===== src/rtl/hazard_pkg.sv =====
// -----------------------------------------------------------------------------
// hazard_pkg
// Shared definitions for the pipeline hazard controller: FSM state encoding,
// debug cause codes and the width of the stall/flush hold counter.
// No ports (package).
// -----------------------------------------------------------------------------
package hazard_pkg;

   // Hold counter must represent up to 7 extra cycles.
   localparam int CNT_W = 3;

   typedef enum logic [1:0] {
      ST_IDLE       = 2'd0,
      ST_LOAD_STALL = 2'd1,
      ST_FLUSHING   = 2'd2
   } hazard_state_e;

   localparam logic [3:0] CAUSE_NONE   = 4'h0;
   localparam logic [3:0] CAUSE_LOAD   = 4'h1;
   localparam logic [3:0] CAUSE_BRANCH = 4'hB;
   localparam logic [3:0] CAUSE_FLUSH  = 4'hF;

endpackage


===== src/rtl/hazard_ctrl_unit_match.sv =====
// -----------------------------------------------------------------------------
// hazard_match
// Combinational load-use comparator: flags when a load in a later stage writes
// a register that the ID instruction actually reads. x0 never matches.
// Ports:
//   rs1_i, rs2_i           ID source register addresses
//   rs1_used_i, rs2_used_i ID instruction really reads rs1 / rs2
//   rd_i                   destination of the older instruction
//   load_i                 older instruction is a load
//   hit_o                  load-use dependency present
// -----------------------------------------------------------------------------
module hazard_match
   import hazard_pkg::*;
#(
   parameter int REG_AW = 5
) (
   input  logic [REG_AW-1:0] rs1_i,
   input  logic [REG_AW-1:0] rs2_i,
   input  logic              rs1_used_i,
   input  logic              rs2_used_i,
   input  logic [REG_AW-1:0] rd_i,
   input  logic              load_i,
   output logic              hit_o
);

   assign hit_o = load_i & (rd_i != '0) &
                  ((rs1_used_i & (rs1_i == rd_i)) |
                   (rs2_used_i & (rs2_i == rd_i)));

endmodule


===== src/rtl/hazard_ctrl_unit.sv =====
// -----------------------------------------------------------------------------
// hazard_ctrl_unit
// ID-stage hazard controller for the 5-stage RISC-V pipeline. Detects load-use
// hazards against EX (and MEM when CHECK_MEM=1), holds multi-cycle load stalls
// and taken-branch flushes in a small FSM, and stalls while an unresolved
// branch sits in ID.
//
// Optional build macro: HAZARD_PERF_CNT_EN adds saturating 32-bit cycle
// counters perf_stall_cnt / perf_branch_cnt / perf_flush_cnt.
//
// Ports:
//   clock, reset          clock; asynchronous active-high reset
//   rs1_ID, rs2_ID        ID source registers, with rs1_used_ID / rs2_used_ID
//   rd_EX, load_EX        EX destination / EX is a load
//   rd_MEM, load_MEM      MEM destination / MEM is a load
//   branch_ID             unresolved branch/jump in ID
//   branch_taken          branch resolved taken this cycle
//   stall_IFID            hold IF/ID and PC
//   stall_IDEX            hold ID/EX / insert bubble
//   flush                 squash IF/ID and ID/EX
//   cause                 debug cause (none/load/branch/flush)
//   busy                  FSM not in IDLE
// -----------------------------------------------------------------------------
module hazard_ctrl_unit
   import hazard_pkg::*;
#(
   parameter int REG_AW      = 5,
   parameter int LOAD_EXTRA  = 2,
   parameter int FLUSH_EXTRA = 0,
   parameter int CHECK_MEM   = 0
) (
   input  logic              clock,
   input  logic              reset,
   input  logic [REG_AW-1:0] rs1_ID,
   input  logic [REG_AW-1:0] rs2_ID,
   input  logic              rs1_used_ID,
   input  logic              rs2_used_ID,
   input  logic [REG_AW-1:0] rd_EX,
   input  logic              load_EX,
   input  logic [REG_AW-1:0] rd_MEM,
   input  logic              load_MEM,
   input  logic              branch_ID,
   input  logic              branch_taken,
   output logic              stall_IFID,
   output logic              stall_IDEX,
   output logic              flush,
   output logic [3:0]        cause,
   output logic              busy
`ifdef HAZARD_PERF_CNT_EN
   ,
   output logic [31:0]       perf_stall_cnt,
   output logic [31:0]       perf_branch_cnt,
   output logic [31:0]       perf_flush_cnt
`endif
);

   localparam logic [CNT_W-1:0] LOAD_RELOAD  = CNT_W'(LOAD_EXTRA);
   localparam logic [CNT_W-1:0] FLUSH_RELOAD = CNT_W'(FLUSH_EXTRA);
   localparam logic [CNT_W-1:0] CNT_ONE      = CNT_W'(1);

   hazard_state_e    state_q, state_d;
   logic [CNT_W-1:0] cnt_q, cnt_d;

   logic hit_ex, hit_mem_raw, hit_mem, lu;

   hazard_match #(.REG_AW(REG_AW)) u_match_ex (
      .rs1_i      (rs1_ID),
      .rs2_i      (rs2_ID),
      .rs1_used_i (rs1_used_ID),
      .rs2_used_i (rs2_used_ID),
      .rd_i       (rd_EX),
      .load_i     (load_EX),
      .hit_o      (hit_ex)
   );

   hazard_match #(.REG_AW(REG_AW)) u_match_mem (
      .rs1_i      (rs1_ID),
      .rs2_i      (rs2_ID),
      .rs1_used_i (rs1_used_ID),
      .rs2_used_i (rs2_used_ID),
      .rd_i       (rd_MEM),
      .load_i     (load_MEM),
      .hit_o      (hit_mem_raw)
   );

   // MEM comparison only matters when the pipeline lacks MEM->EX load forwarding.
   assign hit_mem = hit_mem_raw & (CHECK_MEM != 0);
   assign lu      = hit_ex | hit_mem;

   // Output priority: taken branch > load stall > flush hold > branch-in-ID.
   // Reset forces everything low even before the flops are cleared.
   always_comb begin
      // NOTE: every output gets a default first so no path can infer a latch.
      stall_IFID = 1'b0;
      stall_IDEX = 1'b0;
      flush      = 1'b0;
      cause      = CAUSE_NONE;
      if (!reset) begin
         if (branch_taken) begin
            flush = 1'b1;
            cause = CAUSE_FLUSH;
         end else if (lu || state_q == ST_LOAD_STALL) begin
            stall_IFID = 1'b1;
            stall_IDEX = 1'b1;
            cause      = CAUSE_LOAD;
         end else if (state_q == ST_FLUSHING) begin
            flush = 1'b1;
            cause = CAUSE_FLUSH;
         end else if (branch_ID) begin
            stall_IFID = 1'b1;
            stall_IDEX = 1'b1;
            cause      = CAUSE_BRANCH;
         end
      end
   end

   assign busy = (state_q != ST_IDLE) & ~reset;

   always_comb begin
      state_d = state_q;
      cnt_d   = cnt_q;
      if (branch_taken) begin
         // A taken branch squashes whatever stall was pending.
         if (FLUSH_EXTRA > 0) begin
            state_d = ST_FLUSHING;
            cnt_d   = FLUSH_RELOAD;
         end else begin
            state_d = ST_IDLE;
            cnt_d   = '0;
         end
      end else begin
         case (state_q)
            ST_IDLE: begin
               if (lu && LOAD_EXTRA > 0) begin
                  state_d = ST_LOAD_STALL;
                  cnt_d   = LOAD_RELOAD;
               end
            end
            ST_LOAD_STALL: begin
               // A fresh hazard restarts the hold rather than extending it.
               if (lu) begin
                  cnt_d = LOAD_RELOAD;
               end else if (cnt_q == CNT_ONE) begin
                  state_d = ST_IDLE;
                  cnt_d   = '0;
               end else begin
                  cnt_d = cnt_q - CNT_ONE;
               end
            end
            ST_FLUSHING: begin
               if (cnt_q == CNT_ONE) begin
                  state_d = ST_IDLE;
                  cnt_d   = '0;
               end else begin
                  cnt_d = cnt_q - CNT_ONE;
               end
            end
            default: begin
               state_d = ST_IDLE;
               cnt_d   = '0;
            end
         endcase
      end
   end

   always_ff @(posedge clock or posedge reset) begin
      if (reset) begin
         state_q <= ST_IDLE;
         cnt_q   <= '0;
      end else begin
         // NOTE: sequential state uses <= so every flop samples pre-edge values.
         state_q <= state_d;
         cnt_q   <= cnt_d;
      end
   end

`ifdef HAZARD_PERF_CNT_EN
   logic [31:0] perf_stall_q, perf_branch_q, perf_flush_q;

   // Counters saturate instead of wrapping so long runs stay meaningful.
   always_ff @(posedge clock or posedge reset) begin
      if (reset) begin
         perf_stall_q  <= '0;
         perf_branch_q <= '0;
         perf_flush_q  <= '0;
      end else begin
         if (cause == CAUSE_LOAD && perf_stall_q != '1)
            perf_stall_q <= perf_stall_q + 32'd1;
         if (cause == CAUSE_BRANCH && perf_branch_q != '1)
            perf_branch_q <= perf_branch_q + 32'd1;
         if (cause == CAUSE_FLUSH && perf_flush_q != '1)
            perf_flush_q <= perf_flush_q + 32'd1;
      end
   end

   assign perf_stall_cnt  = perf_stall_q;
   assign perf_branch_cnt = perf_branch_q;
   assign perf_flush_cnt  = perf_flush_q;
`endif

endmodule


===== config.mk =====
export PLATFORM = sky130hd
export DESIGN_NAME = hazard_ctrl_unit
export DESIGN_NICKNAME = d
export VERILOG_FILES = /design/src/rtl/hazard_pkg.sv /design/src/rtl/hazard_ctrl_unit_match.sv /design/src/rtl/hazard_ctrl_unit.sv
export SDC_FILE = /design/constraint.sdc
export NUM_CORES = 1
export LEC_CHECK = 0
export ABC_CLOCK_PERIOD_IN_PS = 2140
export BUFFER_PORTS_ARGS = -buffer_cell sky130_fd_sc_hd__buf_2
export CELL_PAD_IN_SITES_DETAIL_PLACEMENT = 0
export CELL_PAD_IN_SITES_GLOBAL_PLACEMENT = 2
export CORE_MARGIN = 3
export CORE_UTILIZATION = 19
export DETAILED_ROUTE_END_ITERATION = 12
export GPL_TIMING_DRIVEN = 0
export PLACE_DENSITY_LB_ADDON = 0.1
export SYNTH_ARGS = -nofsm -noshare
export SYNTH_HDL_FRONTEND = slang
export SYNTH_SLANG_ARGS = --single-unit

===== constraint.sdc =====
create_clock -name clock -period 2.14 [get_ports clock]
set_input_delay 0.428 -clock clock [delete_from_list [all_inputs] [get_ports clock]]
set_output_delay 0.428 -clock clock [all_outputs]
set_load 0.01 [all_outputs]

* Yosys cells after proc, flatten, opt, wreduce, memory -nomap -nowiden *
Cells that the tools add are included.

cells by class
  $add $sub $neg = 1
  eq/ne operators = 7
  mux-type cells = 24
  bitwise gates (word level) = 7
  reduce and logical (&&, ||, !) cells = 5

operators with widths
  kind                   number
  $mux W4                5
  $mux W3                4
  $eq A5 B5 Y1           2
  $mux W1                9
  $pmux W3 S3            1
  $mux W2                4
  $ne A3 B3 Y1 const B   2
  $pmux W2 S3            1
  $and A1 B1 Y1          5
  $reduce_bool A5 Y1     1
  $eq A3 B1 Y1 const B   1
  $sub A3 B1 Y3 const B  1
  $eq A2 B1 Y1 const B   1
  $eq A2 B2 Y1 const B   1
  $logic_not A2 Y1       1
  $reduce_and A2 Y1      1
  $reduce_bool A2 Y1     1
  $logic_or A1 B1 Y1     1
  $not A1 Y1             1
  $or A1 B1 Y1           1

word-level totals
  bits in registers = 5
  bits of input ports = 28
  output and inout port bits = 8
  word-level logic and storage cells = 46

* Longest topological paths before layout *
Gate-level depths: netlist of the first run.

  depth in word-level cells = 8
  depth in mapped cells = 6
  depth with buffers taken out = 6

* Cells and area by module *
A second synthesis of the first run with hierarchy kept.

unflattened totals
  cells, all modules = 53
  area, all modules = 435.4 um^2

by module, submodules not included
  module            times used  cells an instance  area an instance (um^2)  seq. area each (um^2)
  hazard_ctrl_unit  1           36                 301.5                    100.1
  hazard_match      1           17                 133.9                    0.0

* Worst setup path before layout of the first run *
OpenSTA, ideal clock, no wires.

  kind = input to output
  from = input rd_EX[3]
  to = output stall_IFID
  arrival = 1651 ps
  data required time = 1712 ps
  slack = 61 ps
  stages on the path = 5
  buffers on the path = 1
  path through = xor2_1 > nor4_2 > a32oi_1 > o41ai_2 > buf_4

on the way
  cells in the longest elaborated chain, start to end = 8
  elaborated cells on any way between the ends = 12
  those cells by class = eq/ne (2); mux (3); bitwise (5); reduce/logical (2)

ends and longest elaborated chain
  what                                     line                                                        RTL
  from (decl)                              hazard_ctrl_unit.sv:38                                      input logic [REG_AW-1:0] rd_EX,
  $eq A5 B5 Y1, on equally long branches   hazard_ctrl_unit_match.sv:27, hazard_ctrl_unit_match.sv:28
  $and A1 B1 Y1, on equally long branches  hazard_ctrl_unit_match.sv:27, hazard_ctrl_unit_match.sv:28
  $or A1 B1 Y1                             hazard_ctrl_unit_match.sv:27                                ((rs1_used_i & (rs1_i == rd_i)) |
  $and A1 B1 Y1 *                          hazard_ctrl_unit_match.sv:26                                assign hit_o = load_i & (rd_i != '0) &
  $logic_or A1 B1 Y1 *                     hazard_ctrl_unit.sv:102                                     end else if (lu || state_q == ST_LOAD_STALL) begin
  $mux W1 * (3 in a row)                   n/a
  to (decl)                                hazard_ctrl_unit.sv:44                                      output logic stall_IFID,

Mark *: on every way between the ends. The rest lies on a longest branch, timed or not.

* Worst setup path after layout of the first run *
  from = input rs1_ID[1]
  to = output stall_IFID

on the way
  cells in the longest elaborated chain, start to end = 8

ends and longest elaborated chain
  what                line                          RTL
  from (decl)         hazard_ctrl_unit.sv:34        input logic [REG_AW-1:0] rs1_ID,
  $eq A5 B5 Y1        hazard_ctrl_unit_match.sv:27
  $and A1 B1 Y1       hazard_ctrl_unit_match.sv:27
  $or A1 B1 Y1        hazard_ctrl_unit_match.sv:27
  $and A1 B1 Y1       hazard_ctrl_unit_match.sv:26
  $logic_or A1 B1 Y1  hazard_ctrl_unit.sv:102
  $mux W1             hazard_ctrl_unit.sv:102
  $mux W1             hazard_ctrl_unit.sv:99        if (branch_taken) begin
  $mux W1             hazard_ctrl_unit.sv:98        if (!reset) begin

Every way passes these cells.

==> metrics.txt, run 1 <==
crit path max-delay cell type nor4_2; Post-synth ARST share 1.00; via count 506; crit path from rs1_ID[1]; Cell Chain, Critical Path buf_6 -> xor2_1 -> nor4_2 -> a32oi_2 -> o41ai_2 -> buf_4 -> buf_6; Main synth FF type dfrtp_1; most common cell in the netlist xor2_1; initial antenna violation count 0; Startpoint Class input port; Yosys top cell by area dfrtp_1; EDFF count, synth 0; CTS Sinks 4; post-placement cell count 112; top cell type's share of synthesized area 0.214; CTS Buffer Depth 2; first-pass GRT wire length 2170 microns; CP endpoint stall_IFID; DRC errors left 0; Mapped Area about 470 sq um; power density over the cells approximately 370 mW/mm^2; Fin. Hold Viols 0; Core ar. approximately 0.0023 sq mm; Reg2Reg Depth 5; Syn Nets 86; instance count of the mapped netlist between 50 and 60; global placer's final weighted congestion around 0.69; # hold bufs at CTS 0; Final period util 1.03; io pins 36; top cells by area, synth dfrtp_1 (21%), xor2_1 (15%), ha_1 (5.4%); skew final 2.34 ps; row count 17; via/cell ratio roughly 4.3; Post-synth top cells xor2_1 (8), inv_1 (5), dfrtp_1 (4), nor2_1 (4), o21ai_0 (4); Slew @ Worst Pin ~410 ps; post-synthesis register bit count 4; vias in the first global route between 500 and 600; status finished, violations left; Die Ht around 56 microns; Hold Path Class input port to asynchronous set/reset pin; register area share after synthesis 0.214; reg-to-reg startpoint cnt_q[0]; CP Class input port to output pin; antenna viol nets, final 0; CP peak stage delay about 340 ps; failing checks setup timing; HPWL after detailed placement about 1100 microns; Critical R2R Capture cnt_q[0]; # fillers roughly 250; fin worst setup slack -56.5 ps; initial DRC count 1; WP data required ~1700 ps; Yosys warnings 0; total gr overflow 0; max-slew violations 0; H-Tree Depth 1; drt first pass iters 4; slew margin rel. 0.727; Synth cell types 27; Crit Path Max Fanout 4; unrepaired setup endpoints after global routing yes; footprint of the multi-input gates 339 sq um; most used cell, CP buf_6; Worst R2R Setup Slack approximately 850 ps; Finish-stage setup viols 1; Die W 55.6 microns; Cell Count, Final, Fillers Out about 120; Max Fclk around 460 MHz; maxcap violations 0; fin nets between 100 and 150; crit path capture type output pin; CTS clk-pin slew, worst paths about 40 ps; Port-buffer cells 28; root buf cell clkbuf_4; leakage 0.354 nW; ratio of cells with drive above 1 in the final layout 0.478; Layout area overhead 60.3%; arrival time at the worst endpoint between 1500 and 2000 ps; Mean Syn Cell Area 8.33 sq um; largest net degree at the start of global routing 11; register area approximately 100 sq um; routed len/inst 10.7 microns; wirelength, routed between 1000 and 1500 microns; time the worst path needs with I/O delays and setup between 2000 and 2500 ps; clk_lat worst skew about 230 ps; CTS tree built; n_diodes 0; GRT Overall Usage 0.0881; Initial Util 0.205; peak supply drop between 0.08 and 0.09 mV; Setup Total Neg Slack -56.5 ps; Num CTS Buffers 3; die area roughly 0.003 sq mm
==> state kept, by name, indices dropped and copies added (netlist names) <==
signal and cells:
cnt_q 3, state_q 1
==> logic make-up after synthesis <==
kind of cell | count (synthesis) | synth area share
buf+inv | 9 | 0.0965
simple gates | 13 | 0.156
compound gates | 16 | 0.247
xor+xnor | 10 | 0.188
flops | 4 | 0.214
mux | 2 | 0.0456
fa+ha+maj | 2 | 0.0536
==> timing repair <==
item / CTS / global route
setup buffers: 3 / 0
pin swaps: 3 / 3
gates resized for setup: 13 / 3
endpoints found under the setup margin: 5 / 4
==> final cells by class <==
type                       instances  share of cell area
timing repair buffer              31               0.276
clock buffer                       3              0.0301
multi-input combinational         43               0.453
sequential                         4               0.134
inverter                           5              0.0251
buffer                             4              0.0351
tap                               28              0.0468
==> layout by cell type (no fill, tap or decap), types with 3 or more instances in the layout <==
master	count
o21ai_0	3
inv_1	5
buf_4	7
xor2_1	8
buf_6	5
nor2_1	4
dfrtp_1	4
buf_2	21
clkbuf_4	3
==> worst min path at each step <==
stage          depth (start not counted)    endpoint  slack (ps)   from
4_1_cts                                2  state_q[0]         140  reset
3_5_place_dp                           2  state_q[0]         390  reset
2_1_floorplan                          1    cnt_q[0]         190  reset
6_report                               2  state_q[0]         140  reset
3_3_place_gp                           2  state_q[0]         390  reset
5_1_grt                                2  state_q[0]         140  reset
==> routing by layer <==
| layer | global-route usage | wire, microns |
|---|---|---|
| met1 | 0.101 | 575 |
| met2 | 0.145 | 636 |
| met3 | 0.0164 | 52 |
| met4 | 0.0625 | 0 |
| met5 | 0 | 0 |
==> worst max-delay path: cells and delay by family <==
family                    cells  cell delay, ps
and+or+nand+nor               1             340
xor gates and xnor gates      1             150
AOI/OAI and AO/OA             2             500
buffers and inverters         3             350
==> metrics by stage <==
stage	utilization	power [mW]	worst slack, ps	hold slack, ps	instance area [sq um]
detailed placement	0.282	0.172	-300	387	642
floorplan	-	0.131	61.5	194	467
global route	0.329	0.301	-143	143	748
finish	0.329	0.276	-56.5	141	748
CTS	0.324	0.281	-83.9	138	738
global placement	0.282	0.172	-305	390	642
==> power breakdown <==
part	switching (mW)	internal, mW	leakage [nW]	total [mW]
sequential	0.00184	0.0783	0.0556	0.0801
clock	0.0275	0.0625	0.0138	0.0900
combinational	0.0492	0.0568	0.284	0.106
total	0.0786	0.197	0.354	0.276
Power figures use the tool's default switching activity.
==> run 2, diff against run 1 <==
Settings changed: CELL_PAD_IN_SITES_DETAIL_PLACEMENT 0 to unset, CELL_PAD_IN_SITES_GLOBAL_PLACEMENT 2 to unset, CORE_UTILIZATION 19 to 30, PLACE_DENSITY_LB_ADDON 0.1 to unset.
==> run 2 against run 1 <==
Against the previous run:
- the run still ends with setup timing left
- largest cell class unchanged
- critical path depth stayed put
- core utilization is 24 points higher
- critical endpoint unchanged
- sequential cell count stayed put
- highest routed layer is now met4
==> metrics.txt, run 2 (synthesis results as in run 1) <==
status finished, violations left (unchanged); failing checks setup timing (unchanged); Comb power frac 0.392 (was 0.384); Switch Pwr 0.0875 mW (was 0.0786 mW); max-slew violations 0 (unchanged); vias in the first global route 486 (was 550); Max Fclk 450 MHz (was 455 MHz); Pint 0.203 mW (was 0.197 mW); fin nets 125 (was 122); unrepaired setup endpoints after global routing yes (unchanged); Initial Util 0.338 (was 0.205); time the worst path needs with I/O delays and setup 2220 ps (was 2200 ps); CTS clk-pin slew, worst paths 40 ps (about the same); antenna viol nets, final 0 (unchanged); first-pass GRT wire length 1980 microns (was 2170 microns); fin worst setup slack -80.0 ps (was -56.5 ps); Crit Path Max Fanout 4 (unchanged); drt first pass iters 4 (unchanged); Num CTS Buffers 3 (unchanged); CTS Sinks 4 (unchanged); # fillers 133 (was 253); Slew @ Worst Pin 373 ps (was 409 ps); largest net degree at the start of global routing 11 (unchanged); n_diodes 0 (unchanged); maxcap violations 0 (unchanged); commonest non-fill, non-tap cell in the layout buf_2 (unchanged); Die Ht 45.4 microns (was 55.6 microns); arrival time at the worst endpoint 1790 ps (was 1770 ps); crit path capture type output pin (unchanged); Core ar. 0.00138 sq mm (was 0.00228 sq mm); Biggest register cnt_q (unchanged); via count 527 (was 506); peak supply drop 0.175 mV (was 0.0896 mV); commonest cells after routing, fill and taps aside buf_2 (21), buf_4 (9), xor2_1 (6) (was buf_2 (21), xor2_1 (8), buf_4 (7)); Die W 45.4 microns (was 55.6 microns); Seq pwr share 0.275 (was 0.290); initial DRC count 6 (was 1); # hold bufs at CTS 0 (unchanged); Finish-stage setup viols 3 (was 1); root buf cell clkbuf_4 (unchanged); biggest regs cnt_q x3, state_q x1 (unchanged); HPWL after detailed placement 940 microns (was 1070 microns); post-placement cell count 99 (was 112); GRT Overall Usage 0.133 (was 0.0881); CP Class input port to output pin (unchanged); H-Tree Depth 1 (unchanged); placed cell area 626 sq um (was 642 sq um); leakage 0.372 nW (was 0.354 nW); routed len/inst 11.2 microns (was 10.7 microns); Port-buffer cells 28 (unchanged); die area 0.00206 sq mm (was 0.00309 sq mm); power density over the cells 372 mW/mm^2 (was 369 mW/mm^2); Clock power frac 0.333 (was 0.326); Final period util 1.04 (was 1.03); switching share of power 0.301 (was 0.285); Layout area overhead 67.3% (was 60.3%); CTS tree built (unchanged); CTS Buffer Depth 2 (unchanged); skew final 10.1 ps (was 2.34 ps); Hold Path Class input port to asynchronous set/reset pin (unchanged); Worst R2R Setup Slack 840 ps (was 850 ps); clk_lat worst skew 240 ps (was 230 ps); max reg flops 3 (unchanged); ratio of cells with drive above 1 in the final layout 0.527 (was 0.478); global placer's final weighted congestion 0.747 (was 0.686); DRC errors left 0 (unchanged); WP data required 1710 ps (about the same); via/cell ratio 4.88 (was 4.29); total gr overflow 0 (unchanged); Startpoint Class input port (unchanged); row count 13 (was 17); post-route cell area 781 sq um (was 748 sq um); wirelength, routed 1210 microns (was 1260 microns); Fin. Hold Viols 0 (unchanged); Finished Core Util 0.565 (was 0.329); initial antenna violation count 0 (unchanged); Cell Count, Final, Fillers Out 108 (was 118); io pins 36 (unchanged); slew margin rel. 0.751 (was 0.727)
==> run 2: path summary, 6_finish.rpt <==
kind                         startpoint         end  cells past startpoint
hold / removal                    reset    cnt_q[1]                      2
max in group asynchronous         reset    cnt_q[0]                      2
setup / recovery              rs1_ID[1]  stall_IFID                      7
setup reg to reg               cnt_q[1]    cnt_q[0]                      6
hold reg to reg                cnt_q[1]    cnt_q[1]                      2
min in group clock         branch_taken    cnt_q[1]                      2
==> run 2: final cells by class <==
class                   instances  area (sq um)  area share
repair buffers                 34           236       0.303
plain buffers                   4          26.3      0.0337
inverters                       5          18.8      0.0240
flip-flops and latches          4           100       0.128
multi-input cells              43           358       0.458
clock buffers                   3          22.5      0.0288
well taps                      15          18.8      0.0240
==> run 2: layer usage <==
metal  wire length [microns]  vias to the layer above  GRT usage
li1                        -                      272          -
met1                     449                      229      0.156
met2                     654                       24      0.223
met3                      93                        2     0.0277
met4                      12                        0     0.0702
met5                       0                        -          0
==> run 2: repair_timing <==
action	4_1_cts	5_1_grt
pin swaps	3	3
gates resized for setup	17	3
buffers inserted	5	1
setup endpoints to repair	5	4
==> run 2: worst max-delay path, stage by stage <==
cell	delay (ps)
buf_8	100
xor2_2	160
nor4_2	360
a32oi_2	210
o41ai_2	280
buf_4	170
buf_6	90
==> run 2: power groups by stage <==
| stage | logic, mW | registers (mW) | clock network [mW] |
|---|---|---|---|
| after floorplan | 0.0501 | 0.0804 | 0 |
| after global placement | 0.0882 | 0.0807 | 0 |
| after detailed placement | 0.0895 | 0.0809 | 0 |
| after CTS | 0.111 | 0.0799 | 0.0978 |
| after global routing | 0.127 | 0.0802 | 0.103 |
| final | 0.114 | 0.0799 | 0.0967 |
==> run 2: metrics by stage <==
step | hold slack (ps) | setup slack [ps] | power [mW] | setup TNS (ps)
floorplan | 194 | 61.5 | 0.131 | 0
global placement | 372 | -170 | 0.169 | -387
detailed placement | 377 | -229 | 0.170 | -581
CTS | 123 | -98.4 | 0.289 | -141
global route | 137 | -213 | 0.310 | -554
finish | 120 | -80.0 | 0.290 | -106
==> run 3, diff against run 2 <==
Settings changed: MAX_ROUTING_LAYER set to met4.
==> run 3 against run 2 <==
Against the previous run:
- the flow still finishes with violations (setup timing)
- sequential power hardly changed
- via count stayed put
- sequential cell count stayed put
- total power hardly changed
- clock-buffer cell count stayed put
- core utilization stayed put
- maximum frequency stayed put
- die area stayed put
==> metrics.txt, run 3 (synthesis results as in run 1) <==
status finished, violations left (unchanged); failing checks setup timing (unchanged); max-slew violations 0 (unchanged); global placer's final weighted congestion 0.757 (was 0.747); power density over the cells 372 mW/mm^2 (about the same); slew margin rel. 0.751 (unchanged); Buf+Inv Stages, Crit Path 3 (unchanged); Biggest register cnt_q (unchanged); via count 527 (unchanged); vias in the first global route 486 (unchanged); Max Fclk 450 MHz (unchanged); Hold Path Class input port to asynchronous set/reset pin (unchanged); crit path from rs1_ID[1] (unchanged); dpl ws -229 ps (unchanged); H-Tree Depth 1 (unchanged); Die W 45.4 microns (unchanged); Num CTS Buffers 3 (unchanged); CP Class input port to output pin (unchanged); # hold bufs at CTS 0 (unchanged); Slew @ Worst Pin 373 ps (unchanged); fin worst setup slack -80.0 ps (unchanged); skew final 10.1 ps (unchanged); footprint of the multi-input gates 358 sq um (unchanged); max reg flops 3 (unchanged); Finish-stage setup viols 3 (unchanged); Fin. Hold Viols 0 (unchanged); biggest regs cnt_q x3, state_q x1 (unchanged); routed len/inst 11.2 microns (unchanged); wirelength, routed 1210 microns (unchanged); delay-heaviest family, CP compound AO/OA/AOI/OAI gates (unchanged); CTS Buffer Depth 2 (unchanged); commonest cells after routing, fill and taps aside buf_2 (21), buf_4 (9), xor2_1 (6) (unchanged); Initial Util 0.338 (unchanged); Fin Hold WS 120 ps (unchanged); Startpoint Class input port (unchanged); root buf cell clkbuf_4 (unchanged); post-placement cell count 99 (unchanged); initial antenna violation count 0 (unchanged); Layout area overhead 67.3% (unchanged); initial DRC count 6 (unchanged); time the worst path needs with I/O delays and setup 2220 ps (unchanged); commonest non-fill, non-tap cell in the layout buf_2 (unchanged); Final period util 1.04 (unchanged); GRT Overall Usage 0.137 (was 0.133); CP peak stage delay 360 ps (about the same); Cell Chain, Critical Path buf_8 -> xor2_2 -> nor4_2 -> a32oi_2 -> o41ai_2 -> buf_4 -> buf_6 (unchanged); antenna viol nets, final 0 (unchanged); ratio of cells with drive above 1 in the final layout 0.527 (unchanged); drt first pass iters 4 (unchanged); maxcap violations 0 (unchanged); CTS clk-pin slew, worst paths 40 ps (about the same); clk_lat worst skew 240 ps (about the same); Setup Total Neg Slack -106 ps (unchanged); row count 13 (unchanged); io pins 36 (unchanged); Core ar. 0.00138 sq mm (unchanged); n_diodes 0 (unchanged); arrival time at the worst endpoint 1790 ps (about the same); Crit Path Max Fanout 4 (unchanged); WP data required 1710 ps (about the same); CTS tree built (unchanged); Die Ht 45.4 microns (unchanged); largest net degree at the start of global routing 11 (unchanged); crit path capture type output pin (unchanged); unrepaired setup endpoints after global routing yes (unchanged); HPWL after detailed placement 940 microns (unchanged); Cell Count, Final, Fillers Out 108 (unchanged); Port-buffer cells 28 (unchanged); via/cell ratio 4.88 (unchanged); total gr overflow 0 (unchanged); fin nets 125 (unchanged); DRC errors left 0 (unchanged); leakage 0.372 nW (unchanged); first-pass GRT wire length 1980 microns (unchanged); # fillers 133 (unchanged); peak supply drop 0.175 mV (unchanged); die area 0.00206 sq mm (unchanged); CTS Sinks 4 (unchanged); crit path max-delay cell type nor4_2 (unchanged); register area 100 sq um (unchanged); reg-to-reg startpoint cnt_q[1] (unchanged)
-- run 3: cell counts in the layout (fill, tap and decap cells not counted) --
No cell type changed its count.
-- run 3: through the flow --
| step | total power, mW | utilization | instance area (sq um) |
|---|---|---|---|
| after floorplan | 0.131 | - | 467 |
| after global placement | 0.169 | 0.452 | 626 |
| after detailed placement | 0.170 | 0.452 | 626 |
| after CTS | 0.289 | 0.549 | 759 |
| after global routing | 0.310 | 0.565 | 781 |
| final | 0.290 | 0.565 | 781 |
-- run 3: metal layers --
layer / GRT usage / part of all wire
met2: 0.223 / 0.54
met1: 0.159 / 0.38
met3: 0.0237 / 0.071
met4: 0.0702 / 0.0099
met5: - / 0
-- run 3: final timing paths --
| kind | end | slack [ps] | cells after the start |
|---|---|---|---|
| max | stall_IFID | -80 | 7 |
| min | cnt_q[1] | 120 | 2 |
| max reg2reg | cnt_q[0] | 840 | 6 |
| min reg2reg | cnt_q[1] | 590 | 2 |
| max in group asynchronous | cnt_q[0] | 1860 | 2 |
| min in group clock | cnt_q[1] | 560 | 2 |
-- run 3: final cells by class --
cell class / count / share of cell area
Buffer: 4 / 0.0337
Clock buffer: 3 / 0.0288
Inverter: 5 / 0.0240
Multi-Input combinational cell: 43 / 0.458
Sequential cell: 4 / 0.128
Tap cell: 15 / 0.0240
Timing Repair Buffer: 34 / 0.303
-- run 3: timing repair --
action	4_1_cts	5_1_grt
pin swaps	3	3
gates resized for setup	17	3
buffers inserted	5	1
endpoints found under the setup margin	5	4
-- run 3: where the power goes --
part           switching (mW)  internal [mW]  total, mW
logic                  0.0520         0.0618      0.114
clock network          0.0338         0.0629     0.0967
registers             0.00170         0.0782     0.0799
total                  0.0875          0.203      0.290
